`config.mk`:
```
export PLATFORM = sky130hd
export DESIGN_NAME = led_pattern_sched
export DESIGN_NICKNAME = d
export VERILOG_FILES = /design/src/rtl/led_sched_pkg.sv /design/src/rtl/led_locate_timer.sv /design/src/rtl/led_pattern_sched.sv
export SDC_FILE = /design/constraint.sdc
export NUM_CORES = 1
export LEC_CHECK = 0
export ABC_AREA = 1
export BUFFER_PORTS_ARGS = -buffer_cell sky130_fd_sc_hd__buf_2
export CAP_MARGIN = 20
export CORE_MARGIN = 1
export CORE_UTILIZATION = 53
export CTS_CLUSTER_DIAMETER = 80
export DETAILED_ROUTE_END_ITERATION = 16
export PLACE_DENSITY = 0.71
export SYNTH_ARGS = -nofsm -noshare
export SYNTH_HDL_FRONTEND = slang
export SYNTH_HIERARCHICAL = 1
export SYNTH_SLANG_ARGS = --single-unit
export TNS_END_PERCENT = 1
```
`constraint.sdc`:
```
create_clock -name SlowClock -period 2.9 [get_ports SlowClock]
set_clock_uncertainty 0.15 [all_clocks]
set_input_delay 0.435 -clock SlowClock [delete_from_list [all_inputs] [get_ports SlowClock]]
set_output_delay 0.435 -clock SlowClock [all_outputs]
set_load 0.05 [all_outputs]
```
`src/rtl/led_sched_pkg.sv`:
```
// Shared definitions for the LED pattern scheduler: mode codes, FSM states,
// blink phase bit indices and the mode-to-drive decoder.
package led_sched_pkg;

  localparam logic [2:0] MODE_NONE       = 3'b000;
  localparam logic [2:0] MODE_GREEN      = 3'b001;
  localparam logic [2:0] MODE_RED        = 3'b010;
  localparam logic [2:0] MODE_AMBER      = 3'b011;
  localparam logic [2:0] MODE_RSVD       = 3'b100;
  localparam logic [2:0] MODE_GREEN_SLOW = 3'b101;
  localparam logic [2:0] MODE_RED_SLOW   = 3'b110;
  localparam logic [2:0] MODE_RED_FAST   = 3'b111;

  localparam int unsigned SLOW_BIT = 5;
  localparam int unsigned FAST_BIT = 3;

  typedef enum logic [1:0] {
    ST_OFF      = 2'd0,
    ST_LT_RED   = 2'd1,
    ST_LT_GREEN = 2'd2,
    ST_RUN      = 2'd3
  } led_state_t;

  typedef struct packed {
    logic red;
    logic green;
  } led_drive_t;

  // The reserved code behaves exactly like "none".
  function automatic logic mode_is_none(input logic [2:0] mode);
    return (mode == MODE_NONE) || (mode == MODE_RSVD);
  endfunction

  function automatic led_drive_t mode_drive(input logic [2:0] mode,
                                            input logic [5:0] blink);
    led_drive_t d;
    d = '0;
    case (mode)
      MODE_GREEN:      d.green = 1'b1;
      MODE_RED:        d.red   = 1'b1;
      MODE_AMBER:      begin d.red = 1'b1; d.green = 1'b1; end
      MODE_GREEN_SLOW: d.green = blink[SLOW_BIT];
      MODE_RED_SLOW:   d.red   = blink[SLOW_BIT];
      MODE_RED_FAST:   d.red   = blink[FAST_BIT];
      default:         d       = '0;
    endcase
    return d;
  endfunction

endpackage

```
`src/rtl/led_locate_timer.sv`:
```
// Per-channel locate timer: load on start, clear on stop (stop wins),
// decrement on Strobe16ms while nonzero.
module led_locate_timer #(
  parameter int unsigned LOCATE_TICKS = 1875
) (
  input  logic SlowClock,
  input  logic Reset,
  input  logic Strobe16ms,
  input  logic LocateStart,
  input  logic LocateStop,
  output logic LocateActive
);

  localparam int unsigned TW = $clog2(LOCATE_TICKS + 1);

  logic [TW-1:0] timer;

  always_ff @(posedge SlowClock) begin
    if (Reset)
      timer <= '0;
    else if (LocateStop)
      timer <= '0;
    else if (LocateStart)
      timer <= TW'(LOCATE_TICKS);
    else if (Strobe16ms && (timer != '0))
      timer <= timer - 1'b1;
  end

  assign LocateActive = (timer != '0);

endmodule

```
`src/rtl/led_pattern_sched.sv`:
```
// Bicolor LED arbiter (Locate > Fault > Status) with blink generation and an
// optional power-on lamp test enabled by LED_LAMP_TEST_EN.
module led_pattern_sched
  import led_sched_pkg::*;
#(
  parameter int unsigned NUM_LED      = 4,
  parameter int unsigned LOCATE_TICKS = 1875,
  parameter int unsigned LT_TICKS     = 32
) (
  input  logic                   SlowClock,
  input  logic                   Reset,
  input  logic                   Strobe16ms,
  input  logic                   PwrOn,
  input  logic [3*NUM_LED-1:0]   StatusReq,
  input  logic [3*NUM_LED-1:0]   FaultReq,
  input  logic [NUM_LED-1:0]     LocateStart,
  input  logic [NUM_LED-1:0]     LocateStop,
  output logic [NUM_LED-1:0]     LocateActive,
  output logic [NUM_LED-1:0]     LedG_N,
  output logic [NUM_LED-1:0]     LedR_N,
  output logic                   LampTestBusy
);

  if (LT_TICKS == 0) begin : g_bad_lt_ticks
    $error("led_pattern_sched: LT_TICKS must be nonzero");
  end

  led_state_t           state, state_next;
  logic [5:0]           blink_cnt;
  logic [NUM_LED-1:0]   g_on, r_on;

  for (genvar i = 0; i < NUM_LED; i++) begin : g_locate
    led_locate_timer #(
      .LOCATE_TICKS (LOCATE_TICKS)
    ) u_timer (
      .SlowClock    (SlowClock),
      .Reset        (Reset),
      .Strobe16ms   (Strobe16ms),
      .LocateStart  (LocateStart[i]),
      .LocateStop   (LocateStop[i]),
      .LocateActive (LocateActive[i])
    );
  end

  always_ff @(posedge SlowClock) begin
    if (Reset)
      blink_cnt <= '0;
    else if (Strobe16ms)
      blink_cnt <= blink_cnt + 6'd1;
  end

`ifdef LED_LAMP_TEST_EN
  localparam int unsigned PW = (LT_TICKS > 1) ? $clog2(LT_TICKS) : 1;

  logic [PW-1:0] phase_cnt;
  logic          phase_done;

  assign phase_done = Strobe16ms && (phase_cnt == PW'(LT_TICKS - 1));

  // Any state change clears the count, so each phase starts from zero.
  always_ff @(posedge SlowClock) begin
    if (Reset)
      phase_cnt <= '0;
    else if (state_next != state)
      phase_cnt <= '0;
    else if (Strobe16ms && ((state == ST_LT_RED) || (state == ST_LT_GREEN)))
      phase_cnt <= phase_cnt + 1'b1;
  end

  assign LampTestBusy = (state == ST_LT_RED) || (state == ST_LT_GREEN);
`else
  assign LampTestBusy = 1'b0;
`endif

  always_ff @(posedge SlowClock) begin
    if (Reset)
      state <= ST_OFF;
    else
      state <= state_next;
  end

  always_comb begin
    state_next = state;
    case (state)
`ifdef LED_LAMP_TEST_EN
      ST_OFF:      if (PwrOn) state_next = ST_LT_RED;
      ST_LT_RED:   if (phase_done) state_next = ST_LT_GREEN;
      ST_LT_GREEN: if (phase_done) state_next = ST_RUN;
`else
      ST_OFF:      if (PwrOn) state_next = ST_RUN;
`endif
      ST_RUN:      state_next = ST_RUN;
      default:     state_next = ST_OFF;
    endcase
    if (!PwrOn)
      state_next = ST_OFF;
  end

  // PwrOn gates the drive directly so the LEDs go dark on the same edge
  // that takes the FSM to OFF.
  always_comb begin
    g_on = '0;
    r_on = '0;
    if (PwrOn) begin
      case (state)
`ifdef LED_LAMP_TEST_EN
        ST_LT_RED:   r_on = '1;
        ST_LT_GREEN: g_on = '1;
`endif
        ST_RUN: begin
          for (int unsigned i = 0; i < NUM_LED; i++) begin
            if (LocateActive[i]) begin
              g_on[i] = blink_cnt[FAST_BIT];
              r_on[i] = 1'b0;
            end else if (!mode_is_none(FaultReq[3*i +: 3])) begin
              {r_on[i], g_on[i]} = mode_drive(FaultReq[3*i +: 3], blink_cnt);
            end else begin
              {r_on[i], g_on[i]} = mode_drive(StatusReq[3*i +: 3], blink_cnt);
            end
          end
        end
        default: ;
      endcase
    end
  end

  always_ff @(posedge SlowClock) begin
    if (Reset) begin
      LedG_N <= '1;
      LedR_N <= '1;
    end else begin
      LedG_N <= ~g_on;
      LedR_N <= ~r_on;
    end
  end

endmodule

```
==> flow_metrics.py <==
metrics = {
    "clocking": {
        "htreeDepth": 3,
        "cts.sinks": 59,
        "cts_resized": 0,
        "hold_buffers": 0,
        "root_buffer": "clkbuf_8",
        "clock_latency_ns": 0.33,
        "cts_buffers": 9,
        "clkTransAtPathRegs_ns": 0.07,
        "max-clock-path-buffers": 2,
        "cts_setup_buffers": 0,
        "cts_tree": "done",
    },
    "sta": {
        "tns_ns": 0,
        "hold_viol": 0,
        "fin_ws_ns": 0.642,
        "worstMarginPinSlew_ns": 0.682,
        "min_period_ns": 2.26,
        "final-setup-viol-count": 0,
        "fmax_ghz": 0.443,
        "timing.final.crit_share": 0.779,
        "slew_headroom": 0.545,
        "rsz0062_at_grt": "no",
        "drv_slew": 0,
    },
    "global_route": {
        "grt_pass1_vias": 3401,
        "antenna_found_initial": 0,
        "grtUsageTotal": 0.240,
        "grt_max_degree": 24,
        "grt_first_pass_wirelength_um": 14600,
        "gr-total-overflow": 0,
    },
    "setup_path": {
        "path_class": "register to output pin",
        "cp_max_fo": 6,
        "end_kind": "output pin",
        "required_ns": 2.32,
        "crit_arrival_ns": 1.67,
        "start_kind": "register",
    },
    "synthesis": {
        "synth_area_leaders": "dfxtp_1, nand2_1, nand3_1, inv_1, nor2_1",
        "synthArstFlopShare": 0,
        "yosys_warnings": 6,
        "synth_top_area_frac": 0.302,
        "synth.cell_area_sq_um": 3900,
        "ys_seq_elements": 59,
        "synth.distinct_cells": 23,
        "synthesis.nets": 665,
        "syn_avg_cell_area_sq_um": 6.30,
        "synth_common_cells": "nand2_1, inv_1, nand3_1",
        "synthFlopType": "dfxtp_1",
        "synthCells": 620,
        "synth_edf_count": 0,
        "synth-seq-area-share": 0.302,
        "yosysMostFrequentCell": "nand2_1",
        "yosysTopAreaCell": "dfxtp_1",
    },
    "drt": {
        "detail_route.iter0.violations": 190,
        "drcViolationCount": 0,
        "finalWirelength_um": 8840,
        "vias": 3893,
        "vias_per_cell": 5.02,
        "wire_per_inst_um": 11.4,
        "ant_nets": 0,
        "drt_first_pass_iters": 5,
    },
    "power_and_ir_drop": {
        "vdd_drop_max_v": 0.000281,
        "sw_frac_of_total": 0.315,
        "p_leak_nw": 2.27,
        "intPower_mw": 1.65,
        "p_clk_frac": 0.386,
        "p_per_area_nw_per_um2": 539,
        "combPwrFrac": 0.245,
        "power_frac_seq": 0.369,
        "p_sw_mw": 0.757,
    },
    "layout": {
        "final_layout_size_suffix_gt1_frac": 0.153,
        "diodes": 0,
        "nets": 719,
        "syn_to_final_growth_pct": 14.2,
    },
    "status": {
        "status": "finished clean",
    },
    "placed_design": {
        "hpwl_um": 6650,
        "portBuffers": 47,
        "gp_congestion": 0.885,
        "pre_cts_slack_ns": 0.995,
    },
    "floorplanning": {
        "placementRows": 30,
        "fp.dieH_um": 87.8,
        "io_pins": 49,
        "core_sq_um": 6940,
        "start_util": 0.562,
        "die_x_um": 87.8,
        "die_area_sq_um": 7710,
    },
    "flow_run": {
        "drv_cap": 0,
    },
    "min_path": {
        "min_path_type": "input pin to register",
    },
}
## registers in the layout, summed over array words and instances, names as in the netlist
signal and cells:
LedG_N 4, blink_cnt 6, state 1, LedR_N 4, g_locate.u_timer/timer 44
## critical path, cell delays in order (launching register included)
cell and delay [ns]:
dfxtp_1 0.31, inv_1 0.15, ha_1 0.20, inv_1 0.06, nor3_1 0.18, nand4_1 0.18
buf_2 0.26
## layout by cell type (no fill, tap or decap), types with 9 or more instances in the layout
| master | synthesis | final |
|---|---|---|
| buf_2 | 0 | 47 |
| nand2_2 | 12 | 12 |
| nor2_4 | 12 | 12 |
| nand4_1 | 16 | 16 |
| a21oi_1 | 36 | 36 |
| dfxtp_1 | 59 | 59 |
| nand3_1 | 74 | 74 |
| nor2_1 | 70 | 70 |
| nand2_1 | 172 | 172 |
| xnor2_1 | 12 | 12 |
| ha_1 | 9 | 9 |
| nor2_2 | 14 | 14 |
| inv_1 | 97 | 97 |
| clkbuf_8 | 0 | 10 |
## metrics by stage
| step | cells | area [sq um] | utilization | hold WS [ns] | power (mW) |
|---|---|---|---|---|---|
| 6_report | 775 | 4460 | 0.642 | 0.182 | 2.40 |
| 3_5_place_dp | 759 | 4220 | 0.608 | 0.323 | 1.49 |
| 3_3_place_gp | 759 | 4220 | 0.608 | 0.300 | 1.47 |
| 2_1_floorplan | 620 | 3910 | - | 0.291 | 1.36 |
| 4_1_cts | 775 | 4460 | 0.642 | 0.170 | 2.42 |
| 5_1_grt | 775 | 4460 | 0.642 | 0.181 | 2.54 |
## path summary, 6_finish.rpt
kind | startpoint | endpoint | slack (ns) | depth (start not counted)
worst max-delay path | g_locate[2].u_timer/timer[0]$_SDFFE_PP0P_ | LocateActive[2] | 0.64 | 6
worst min-delay path | PwrOn | state[0]$_SDFF_PP0_ | 0.18 | 3
worst max register to register | g_locate[1].u_timer/timer[0]$_SDFFE_PP0P_ | g_locate[1].u_timer/timer[10]$_SDFFE_PP0P_ | 1.23 | 11
worst min register to register | blink_cnt[4]$_SDFFE_PP0P_ | blink_cnt[4]$_SDFFE_PP0P_ | 0.34 | 2
## layer usage
layer	vias to the layer above	routed length [um]	track usage
met2	106	4050	0.413
li1	2058	-	-
met4	0	155	0.0909
met5	-	0	0
met3	13	438	0.0349
met1	1716	4200	0.304
## power by group through the flow
stage / Combinational, mW / Sequential (mW) / Clock [mW]
after floorplan: 0.454 / 0.902 / 0
after global placement: 0.570 / 0.905 / 0
after detailed placement: 0.583 / 0.906 / 0
after CTS: 0.587 / 0.887 / 0.949
after global routing: 0.664 / 0.893 / 0.985
final: 0.588 / 0.888 / 0.927
## cell families (layout without fill, tap and decap cells)
group           count (synthesis)  count (layout)  share of synthesized area
compound gates                 52              52                     0.0731
other cells                     1               1                   0.000960
simple gates                  378             378                      0.446
xor+xnor                       20              20                     0.0449
buf+inv                       101             160                      0.104
fa+ha+maj                       9               9                     0.0288
flops                          59              59                      0.302
## layout make-up
type	count	area, sq um
inverter	97	364
timing repair buffer	47	235
tap	96	120
clock buffer	11	141
sequential	59	1180
multi-input combinational	460	2320
clock inverter	5	100
fill	667	2480
Power figures use the tool's default switching activity.
